## src/rtl/regfile_pkg.sv

```systemverilog
// Shared types and widths for the register-file writeback path.
// Holds data/address widths and the requester id used for arbitration.
package regfile_pkg;

   localparam int BUS_SIZE   = 32;
   localparam int REG_ADDR_W = 5;

   typedef enum logic {
      REQ_ALU = 1'b0,
      REQ_MEM = 1'b1
   } req_id_t;

endpackage

```

## src/rtl/regfile_wb_arbiter_rr_arb2.sv

```systemverilog
// Two-way round-robin arbiter for the writeback port.
// In: req_alu, req_mem, prio. Out: one-hot gnt ([0]=ALU, [1]=MEM), prio_nxt.
module rr_arb2
   import regfile_pkg::*;
(
   input  logic       req_alu,
   input  logic       req_mem,
   input  req_id_t    prio,
   output logic [1:0] gnt,
   output req_id_t    prio_nxt
);

   always_comb begin
      gnt      = 2'b00;
      prio_nxt = prio;
      unique case (1'b1)
         (req_alu && req_mem): begin
            gnt      = (prio == REQ_ALU) ? 2'b01 : 2'b10;
            prio_nxt = (prio == REQ_ALU) ? REQ_MEM : REQ_ALU;
         end
         (req_alu && !req_mem): gnt = 2'b01;
         (!req_alu && req_mem): gnt = 2'b10;
         default: ;
      endcase
   end

endmodule

```

## src/rtl/regfile_wb_arbiter.sv

```systemverilog
// Shares the register-file write port between ALU and load writeback.
// Ports: alu_*/mem_* handshakes, RegWrite/rd/toReg port, rs1/rs2 -> fwd*.
module regfile_wb_arbiter
   import regfile_pkg::*;
#(
   parameter int BUS_SIZE = regfile_pkg::BUS_SIZE
) (
   input  logic                  clk,
   input  logic                  reset,
   input  logic                  alu_valid,
   input  logic [REG_ADDR_W-1:0] alu_rd,
   input  logic [BUS_SIZE-1:0]   alu_data,
   output logic                  alu_ready,
   input  logic                  mem_valid,
   input  logic [REG_ADDR_W-1:0] mem_rd,
   input  logic [BUS_SIZE-1:0]   mem_data,
   output logic                  mem_ready,
   output logic                  RegWrite,
   output logic [REG_ADDR_W-1:0] rd,
   output logic [BUS_SIZE-1:0]   toReg,
   input  logic [REG_ADDR_W-1:0] rs1,
   input  logic [REG_ADDR_W-1:0] rs2,
   output logic                  fwd1_hit,
   output logic                  fwd2_hit,
   output logic [BUS_SIZE-1:0]   fwd1_data,
   output logic [BUS_SIZE-1:0]   fwd2_data
);

   req_id_t    prio;
   req_id_t    prio_nxt;
   logic [1:0] gnt;

   rr_arb2 u_arb (
      .req_alu  (alu_valid),
      .req_mem  (mem_valid),
      .prio     (prio),
      .gnt      (gnt),
      .prio_nxt (prio_nxt)
   );

   // Nothing is accepted while reset holds the stage.
   assign alu_ready = gnt[0] && !reset;
   assign mem_ready = gnt[1] && !reset;

   always_ff @(posedge clk) begin
      if (reset) begin
         prio     <= REQ_ALU;
         RegWrite <= 1'b0;
         rd       <= '0;
         toReg    <= '0;
      end else begin
         prio <= prio_nxt;
         if (alu_ready) begin
            RegWrite <= (alu_rd != '0);
            rd       <= alu_rd;
            toReg    <= alu_data;
         end else if (mem_ready) begin
            RegWrite <= (mem_rd != '0);
            rd       <= mem_rd;
            toReg    <= mem_data;
         end else begin
            RegWrite <= 1'b0;
         end
      end
   end

   assign fwd1_hit  = RegWrite && (rs1 == rd) && (rs1 != '0);
   assign fwd2_hit  = RegWrite && (rs2 == rd) && (rs2 != '0);
   assign fwd1_data = toReg;
   assign fwd2_data = toReg;

endmodule

```

## config.mk

```make
export PLATFORM = sky130hd
export DESIGN_NAME = regfile_wb_arbiter
export DESIGN_NICKNAME = d
export VERILOG_FILES = /design/src/rtl/regfile_pkg.sv /design/src/rtl/regfile_wb_arbiter_rr_arb2.sv /design/src/rtl/regfile_wb_arbiter.sv
export SDC_FILE = /design/constraint.sdc
export NUM_CORES = 1
export LEC_CHECK = 0
export CORE_MARGIN = 2
export CORE_UTILIZATION = 31
export DETAILED_ROUTE_END_ITERATION = 12
export PLACE_DENSITY = 0.82
export REMOVE_ABC_BUFFERS = 1
export SLEW_MARGIN = 10
export SYNTH_ARGS = -nofsm -noshare
export SYNTH_HDL_FRONTEND = slang
export SYNTH_SLANG_ARGS = --single-unit
```

## constraint.sdc

```tcl
create_clock -name clk -period 1.4 [get_ports clk]
set_clock_uncertainty 0.15 [all_clocks]
set_input_delay 0.28 -clock clk [delete_from_list [all_inputs] [get_ports clk]]
set_output_delay 0.28 -clock clk [all_outputs]
set_load 0.02 [all_outputs]
```

== Word level (Yosys, flattened, before mapping) ==
Cells that the tools add are included.

* Word-level logic and storage cells: 32
* Output and inout port bits: 106
* Bits in registers: 39
* Input bits: 88

* Equality and inequality tests: 2
* Mux-type cells: 9
* Reduce and logical (&&, ||, !) cells: 17

{| class="wikitable"
|+ Operators with widths
! cell !! number
|-
| two-way mux 32 bit || 2
|-
| nonzero test 5 bit || 4
|-
| == test 5 bit || 2
|-
| two-way mux 5 bit || 2
|-
| logical AND 1 bit || 9
|-
| one-hot mux 2 bit (3 select lines) || 1
|-
| logical NOT 1 bit || 3
|-
| two-way mux 1 bit || 3
|-
| two-way mux 2 bit || 1
|-
| nonzero test 2 bit || 1
|}

== Longest topological paths before layout ==
Gate-level depths: netlist (run 1).

* Depth after elaboration: 6
* Mapped depth: 5
* Gate-level depth less buffers: 3

== Cells and area by module ==
Synthesis (run 1) repeated with hierarchy kept, for this count alone.

* Cells, all modules: 300
* Area, all modules: 2506.2 um^2

{| class="wikitable"
|+ By module, submodules not included
! module !! cells each !! times used !! area an instance (um^2) !! seq. area each (um^2)
|-
| regfile_wb_arbiter || 293 || 1 || 2443.6 || 780.7
|-
| rr_arb2 || 7 || 1 || 62.6 || 0.0
|}

== Worst setup path before layout (run 1) ==
Ideal clock, no wire load.

* Kind: register to output
* Start: register rd[0]
* End: output port fwd1_hit
* Stages on the path, launching flop included: 4
* Required time: 970 ps
* Arrival time: 1464 ps
* Buffers on the path: 0
* Path slack: -494 ps
* Path through: dfxtp_1 > nor4_1 > or3_1 > a211oi_1

* Cells in the longest elaborated chain, start to end: 3

{| class="wikitable"
|+ Ends and longest elaborated chain
! item !! line !! RTL
|-
| start: declaration || regfile_wb_arbiter.sv:19 || <nowiki>output logic [REG_ADDR_W-1:0] rd,</nowiki>
|-
| start signal: assignment || regfile_wb_arbiter.sv:55 || <nowiki>rd <= alu_rd;</nowiki>
|-
| start signal: assignment || regfile_wb_arbiter.sv:59 || <nowiki>rd <= mem_rd;</nowiki>
|-
| == test 5 bit || regfile_wb_arbiter.sv:67 || <nowiki>assign fwd1_hit = RegWrite && (rs1 == rd) && (rs1 != '0);</nowiki>
|-
| logical AND 1 bit (2 in a row) || regfile_wb_arbiter.sv:67 ||
|-
| end: declaration || regfile_wb_arbiter.sv:23 || <nowiki>output logic fwd1_hit,</nowiki>
|}

No other way between the ends.

== Worst setup path in the final report (run 1) ==
* Start: register rd[1]
* End: output port fwd2_hit

* Cells in the longest elaborated chain, start to end: 3

{| class="wikitable"
|+ Ends and longest elaborated chain
! item !! line !! RTL
|-
| == test 5 bit || regfile_wb_arbiter.sv:68 || <nowiki>assign fwd2_hit = RegWrite && (rs2 == rd) && (rs2 != '0);</nowiki>
|-
| logical AND 1 bit (2 in a row) || regfile_wb_arbiter.sv:68 ||
|-
| end: declaration || regfile_wb_arbiter.sv:24 || <nowiki>output logic fwd2_hit,</nowiki>
|}

No other way between the ends.

==> results of run 1 <==
[placed cells by master (no fill, tap or decap), drive strengths merged, types with 2 or more instances in the layout]
cell	synthesis	routed
a211oi	2	2
a311oi	37	37
and2	1	2
buf	78	105
clkbuf	14	10
clkdlybuf4s15	0	50
clkdlybuf4s50	0	82
clkinv	0	3
dfxtp	39	39
dlygate4sd2	0	2
nand2	7	7
nand3	2	2
nor2	41	41
nor3	2	2
o21ai	37	37
or3	2	2
or3b	37	37
xnor2	8	8
[state kept, by name, summed over array words and instances, names as in the netlist]
| signal | count |
|---|---|
| RegWrite | 1 |
| rd | 5 |
| fwd1_data | 32 |
| prio | 1 |
[worst max-delay path: stages (launching register included)]
cell and delay, ns:
dfxtp_2 0.34, nor4_1 0.39, or3_1 0.18, a211oi_2 0.06, buf_4 0.15
[what timing repair did]
action | CTS | global route
gates resized for setup | 410 | 97
hold buffers | 0 | 0
endpoints found under the setup margin | 143 | 113
pin swaps | 62 | 44
buffers inserted | 13 | 5
gates cloned | 9 | 3
[path summary, 6_finish.rpt]
check                        startpoint                    endpoint  slack [ns]  cells past startpoint
min reg2reg  fwd1_data[23]$_SDFFE_PP0P_  fwd1_data[23]$_SDFFE_PP0P_        0.37                      2
min                               reset           prio$_SDFFE_PP0N_        0.27                      3
max reg2reg           prio$_SDFFE_PP0N_  fwd1_data[18]$_SDFFE_PP0P_       -0.23                      5
max                  rd[1]$_SDFFE_PP0P_                    fwd2_hit       -0.44                      4
[stage by stage]
step	utilization [%]	std cells	worst slack [ns]	power [mW]	area [um^2]
floorplan	-	222	-0.832	1.90	1980
global placement	52.2	549	-0.899	2.75	4290
detailed placement	52.2	549	-0.907	2.78	4290
CTS	61.0	579	-0.449	3.67	5010
global route	60.3	582	-0.504	3.86	4960
finish	60.3	582	-0.438	3.67	4960
[cell families (layout without fill, tap and decap cells)]
family / Yosys count / after routing
and+or+nand+nor: 96 / 97
xor gates and xnor gates: 9 / 9
DFF: 39 / 39
buffers and inverters: 92 / 254
AOI/OAI and AO/OA: 78 / 78
[power by group through the flow]
stage	clock (mW)	sequential (mW)	combinational [mW]
after floorplan	0	1.61	0.296
after global placement	0	1.31	1.44
after detailed placement	0	1.32	1.46
after CTS	0.765	1.30	1.60
after global routing	0.807	1.32	1.73
final	0.737	1.30	1.63
[synthesized netlist by cell type (all sizes together)]
cell type	count	area [um^2]
buf	78	604
nor2	41	154
dfxtp	39	781
a311oi	37	324
o21ai	37	185
or3b	37	324
clkbuf	14	52.6
xnor2	8	70.1
nand2	7	26.3
a211oi	2	15.0
nand3	2	10.0
nor3	2	10.0
or3	2	12.5
a22o	1	8.76
and2	1	8.76
nand2b	1	13.8
nor2b	1	6.26
nor3b	1	7.51
nor4	1	6.26
o21ba	1	10.0
xor2	1	8.76
[layout make-up]
type	instances	area (um^2)
Clock buffer	5	68.8
Clock inverter	3	15.0
Fill cell	695	3260
Multi-Input combinational cell	184	1450
Sequential cell	39	811
Tap cell	105	131
Timing Repair Buffer	246	2480
[metal layers]
layer | wire length, um | global-route usage [%]
met4 | 65 | 3.69
met1 | 3950 | 22.6
met5 | 13 | 0
met2 | 5130 | 35.4
met3 | 799 | 4.70
==> out/metrics.cfg, run 1 <==
[placed_design]
place.gp.congestion = 0.733
dpl.hpwl_um = 5850
port_buffers = 193

[clocking]
clk_latency_ns = 0.29
clk_pin_slew_ns = 0.08
cts_tree = yes
cts-root-buf = clkbuf_8
numCtsBuffers = 5
cts_max_path_buffers = 2
cts_sinks = 39
htreeDepth = 2

[pwr]
ir_worst_vdd_uv = 422
intPower_mw = 2.41
total_leakage_power_nw = 2.00
p_clk_share_pct = 20.1
p_sw_mw = 1.26
power_switching_share_pct = 34.4
powerDensity_nw_per_um2 = 741
comb_power_share_pct = 44.4
seqPwrFrac_pct = 35.5

[routing]
drtPass1Iterations = 4
ant_nets = 0
vias = 2969
vias_per_cell = 5.10
drtIter0Drc = 58
drc = 0
finalWirelength_um = 9960
wl_per_cell_um = 17.1

[yosys]
synth-compound-area-share_pct = 20.6
synthAdderAreaFrac_pct = 0
seq_area_frac_synth_pct = 29.6
synthMuxAreaShare_pct = 0
synth_top_family_by_area = buffers and inverters
synth_cell_types = 24
synth_cells = 314
ys_warn_count = 0
yosys.area_share.simple_pct = 22.0
synth-xor-area-share_pct = 2.99
syn_avg_cell_area_um2 = 8.40
syn_area_um2 = 2640
ys_ff_latch = 39

[layout]
antenna_cells = 0
syn2layout_area_growth_pct = 87.9
drive_gt1_share_pct = 51.2
final_nets = 564

[grt]
grt_usage_pct = 19.3
antenna_found_initial = 1
overflow = 0
grt_pass1_vias = 2822
grt_pass1_wl_um = 13800
grt_start_max_net_pins = 39

[floorplanning]
die_h_um = 96.3
die_width_um = 96.3
rows = 33
pin_count = 194
coreArea_um2 = 8220
die_area_um2 = 9270
start_util_pct = 32.1

[status]
status = finished with violations
violations = setup timing

[timing]
worst_slack_ns = -0.438
hold_slack_ns = 0.273
fin_crit_ns = 1.84
setup_viol = 42
hold_viol = 0
min_period_over_period_pct = 131
slew_violations = 0
max_slew.worst_pin.slew_ns = 0.393
fin_setup_tns_ns = -6.05
slew_headroom_pct = 73.5
fmax_ghz = 0.544
rsz0062_at_grt = true

[critical_path]
path_class = reg -> out
required_ns = 0.97
crit_arrival_ns = 1.41
start_kind = flip-flop
crit_fanout = 4
endpoint_kind = primary output

[worst_hold_path]
worstHoldPathType = in -> reg

[flow_run]
maxCapViolCount = 0

(Power assumes the default switching activity.)
==> run 2: changes to the inputs <==
--- a/config.mk
+++ b/config.mk
@@ -5,7 +5,7 @@
 export SDC_FILE = /design/constraint.sdc
 export NUM_CORES = 1
 export LEC_CHECK = 0
-export CORE_MARGIN = 2
+export CORE_MARGIN = 1
 export CORE_UTILIZATION = 31
 export DETAILED_ROUTE_END_ITERATION = 12
 export PLACE_DENSITY = 0.82
==> run 2 against run 1 <==
  * The flow still finishes with violations (setup timing)
  * Sequential power about the same
  * Hold slack worse by 0.071 ns
  * Register-to-register slack worse by 0.02 ns
  * Core utilization is 1.8 points lower
  * Critical path depth grew 1
  * Via count shrank 3.5%
==> out/metrics.cfg, run 2 (same netlist as run 1, synthesis figures left out) <==
[placed_design]
dp.cells = 548  ; -0.18%
port_buffers = 193  ; unchanged
place.gp.congestion = 0.700  ; -4.5%
dpl.hpwl_um = 5850  ; about the same

[pwr]
powerDensity_nw_per_um2 = 770  ; +4.0%
comb_power_share_pct = 41.9  ; -2.5 points
p_clk_share_pct = 23.0  ; +2.9 points
seqPwrFrac_pct = 35.1  ; -0.4 points
power_switching_share_pct = 33.2  ; -1.2 points
intPower_mw = 2.47  ; +2.6%
total_leakage_power_nw = 1.90  ; -5.2%
ir_worst_vdd_uv = 480  ; +14%
p_sw_mw = 1.23  ; -2.7%

[critical_path]
required_ns = 0.97  ; about the same
max_stage_delay_ns = 0.50  ; +0.11 ns
path_class = in -> out
endpoint_kind = primary output
crit_family = buffers and inverters
crit_buf_inv = 2  ; +1
start_kind = primary input
critical_path.slowest_cell = clkdlybuf4s50_1
crit_arrival_ns = 1.41  ; about the same
crit_fanout = 1  ; -3
crit_chain = clkdlybuf4s50_1, xnor2_2, nand3_1, a211oi_2, buf_4

[routing]
vias = 2864  ; -3.5%
wl_per_cell_um = 15.8  ; -7.4%
finalWirelength_um = 9130  ; -8.3%
drc = 0  ; unchanged
ant_nets = 0  ; unchanged
vias_per_cell = 4.97  ; -2.5%
drtIter0Drc = 50  ; -14%
drtPass1Iterations = 4  ; unchanged

[timing]
hold_viol = 0  ; unchanged
worst_slack_ns = -0.439  ; -0.000607 ns
rsz0062_at_grt = true
hold_slack_ns = 0.202  ; -0.0713 ns
fin_crit_ns = 1.84  ; +0.000607 ns
fmax_ghz = 0.544  ; about the same
min_period_over_period_pct = 131  ; about the same
fin_setup_tns_ns = -8.30  ; -2.24 ns
setup_viol = 43  ; +2.4%
slew_headroom_pct = 68.3  ; -5.3 points
slew_violations = 0  ; unchanged
max_slew.worst_pin.slew_ns = 0.476  ; +0.0825 ns

[grt]
grt_usage_pct = 19.1  ; -0.15 points
overflow = 0  ; unchanged
grt_pass1_vias = 2756  ; -2.3%
grt_pass1_wl_um = 13000  ; -5.5%
antenna_found_initial = 0  ; -1
grt_start_max_net_pins = 45  ; +15%

[clocking]
clk_pin_slew_ns = 0.08  ; about the same
clk_latency_ns = 0.28  ; about the same
cts_sinks = 39  ; unchanged
htreeDepth = 2  ; unchanged
cts_max_path_buffers = 2  ; unchanged
cts_tree = yes
numCtsBuffers = 5  ; unchanged
cts-root-buf = clkbuf_8

[layout]
drive_gt1_share_pct = 49.1  ; -2.0 points
final_common_cell = clkdlybuf4s50_1
largest_register_ffs = 32  ; unchanged
final_cell_mix = clkdlybuf4s50_1 (82), clkdlybuf4s15_2 (55), buf_2 (41)
final_core_utilization_pct = 58.5  ; -1.8 points
syn2layout_area_growth_pct = 82.1
final_nets = 557  ; -1.2%
fin_cells = 576  ; -1.0%

[floorplanning]
start_util_pct = 32.1  ; unchanged
pin_count = 194  ; unchanged
die_area_um2 = 8880  ; -4.1%
coreArea_um2 = 8220  ; unchanged
die_width_um = 94.3  ; -2.1%
rows = 33  ; unchanged
die_h_um = 94.3  ; -2.1%

[status]
violations = setup timing
status = finished with violations

[flow_run]
maxCapViolCount = 0  ; unchanged

[worst_hold_path]
worstHoldPathType = in -> reg

run 2: timing repair:
action                                  4_1_cts  5_1_grt
resized for setup                           395       87
buffers inserted                             15        3
pin swaps                                    73       44
endpoints found under the setup margin      143      120
cloned                                        7        0
hold buffers                                  0        0
run 2: per-layer routing:
layer | track usage (%) | wire (um) | vias up
met1 | 19.0 | 3350 | 1342
met2 | 38.0 | 4870 | 137
li1 | - | - | 1377
met4 | 5.90 | 104 | 0
met5 | 0 | 0 | -
met3 | 4.77 | 798 | 8
run 2: through the flow:
stage / area [um^2] / worst slack [ns] / power, mW
after CTS: 4920 / -0.461 / 3.73
after global routing: 4800 / -0.499 / 3.90
final: 4810 / -0.439 / 3.70
after floorplan: 1980 / -0.832 / 1.90
after global placement: 4290 / -0.906 / 2.75
after detailed placement: 4290 / -0.970 / 2.77
run 2: area by class of cell:
type | count | area [um^2]
Antenna cell | 1 | 2.50
Clock buffer | 8 | 100
Fill cell | 705 | 3410
Multi-Input combinational cell | 183 | 1420
Sequential cell | 39 | 813
Tap cell | 105 | 131
Timing Repair Buffer | 240 | 2340
run 2: power groups by stage:
stage	Sequential, mW	Combinational, mW	Clock [mW]
final	1.30	1.55	0.850
after global routing	1.32	1.65	0.939
after CTS	1.30	1.56	0.879
after detailed placement	1.31	1.46	0
after global placement	1.31	1.44	0
after floorplan	1.61	0.296	0
run 2: worst paths after layout:
check | from | end | slack (ns) | cells past startpoint
max | rs2[3] | fwd2_hit | -0.44 | 5
min | reset | prio$_SDFFE_PP0N_ | 0.20 | 3
max reg2reg | prio$_SDFFE_PP0N_ | fwd1_data[24]$_SDFFE_PP0P_ | -0.25 | 5
min reg2reg | fwd1_data[25]$_SDFFE_PP0P_ | fwd1_data[25]$_SDFFE_PP0P_ | 0.37 | 2
run 2: worst register-to-register path, cell delays in order, from the launching register on:
cell	delay (ns)
dfxtp_2	0.33
and2_4	0.19
buf_12	0.16
buf_16	0.13
or3b_1	0.34
a311oi_1	0.25
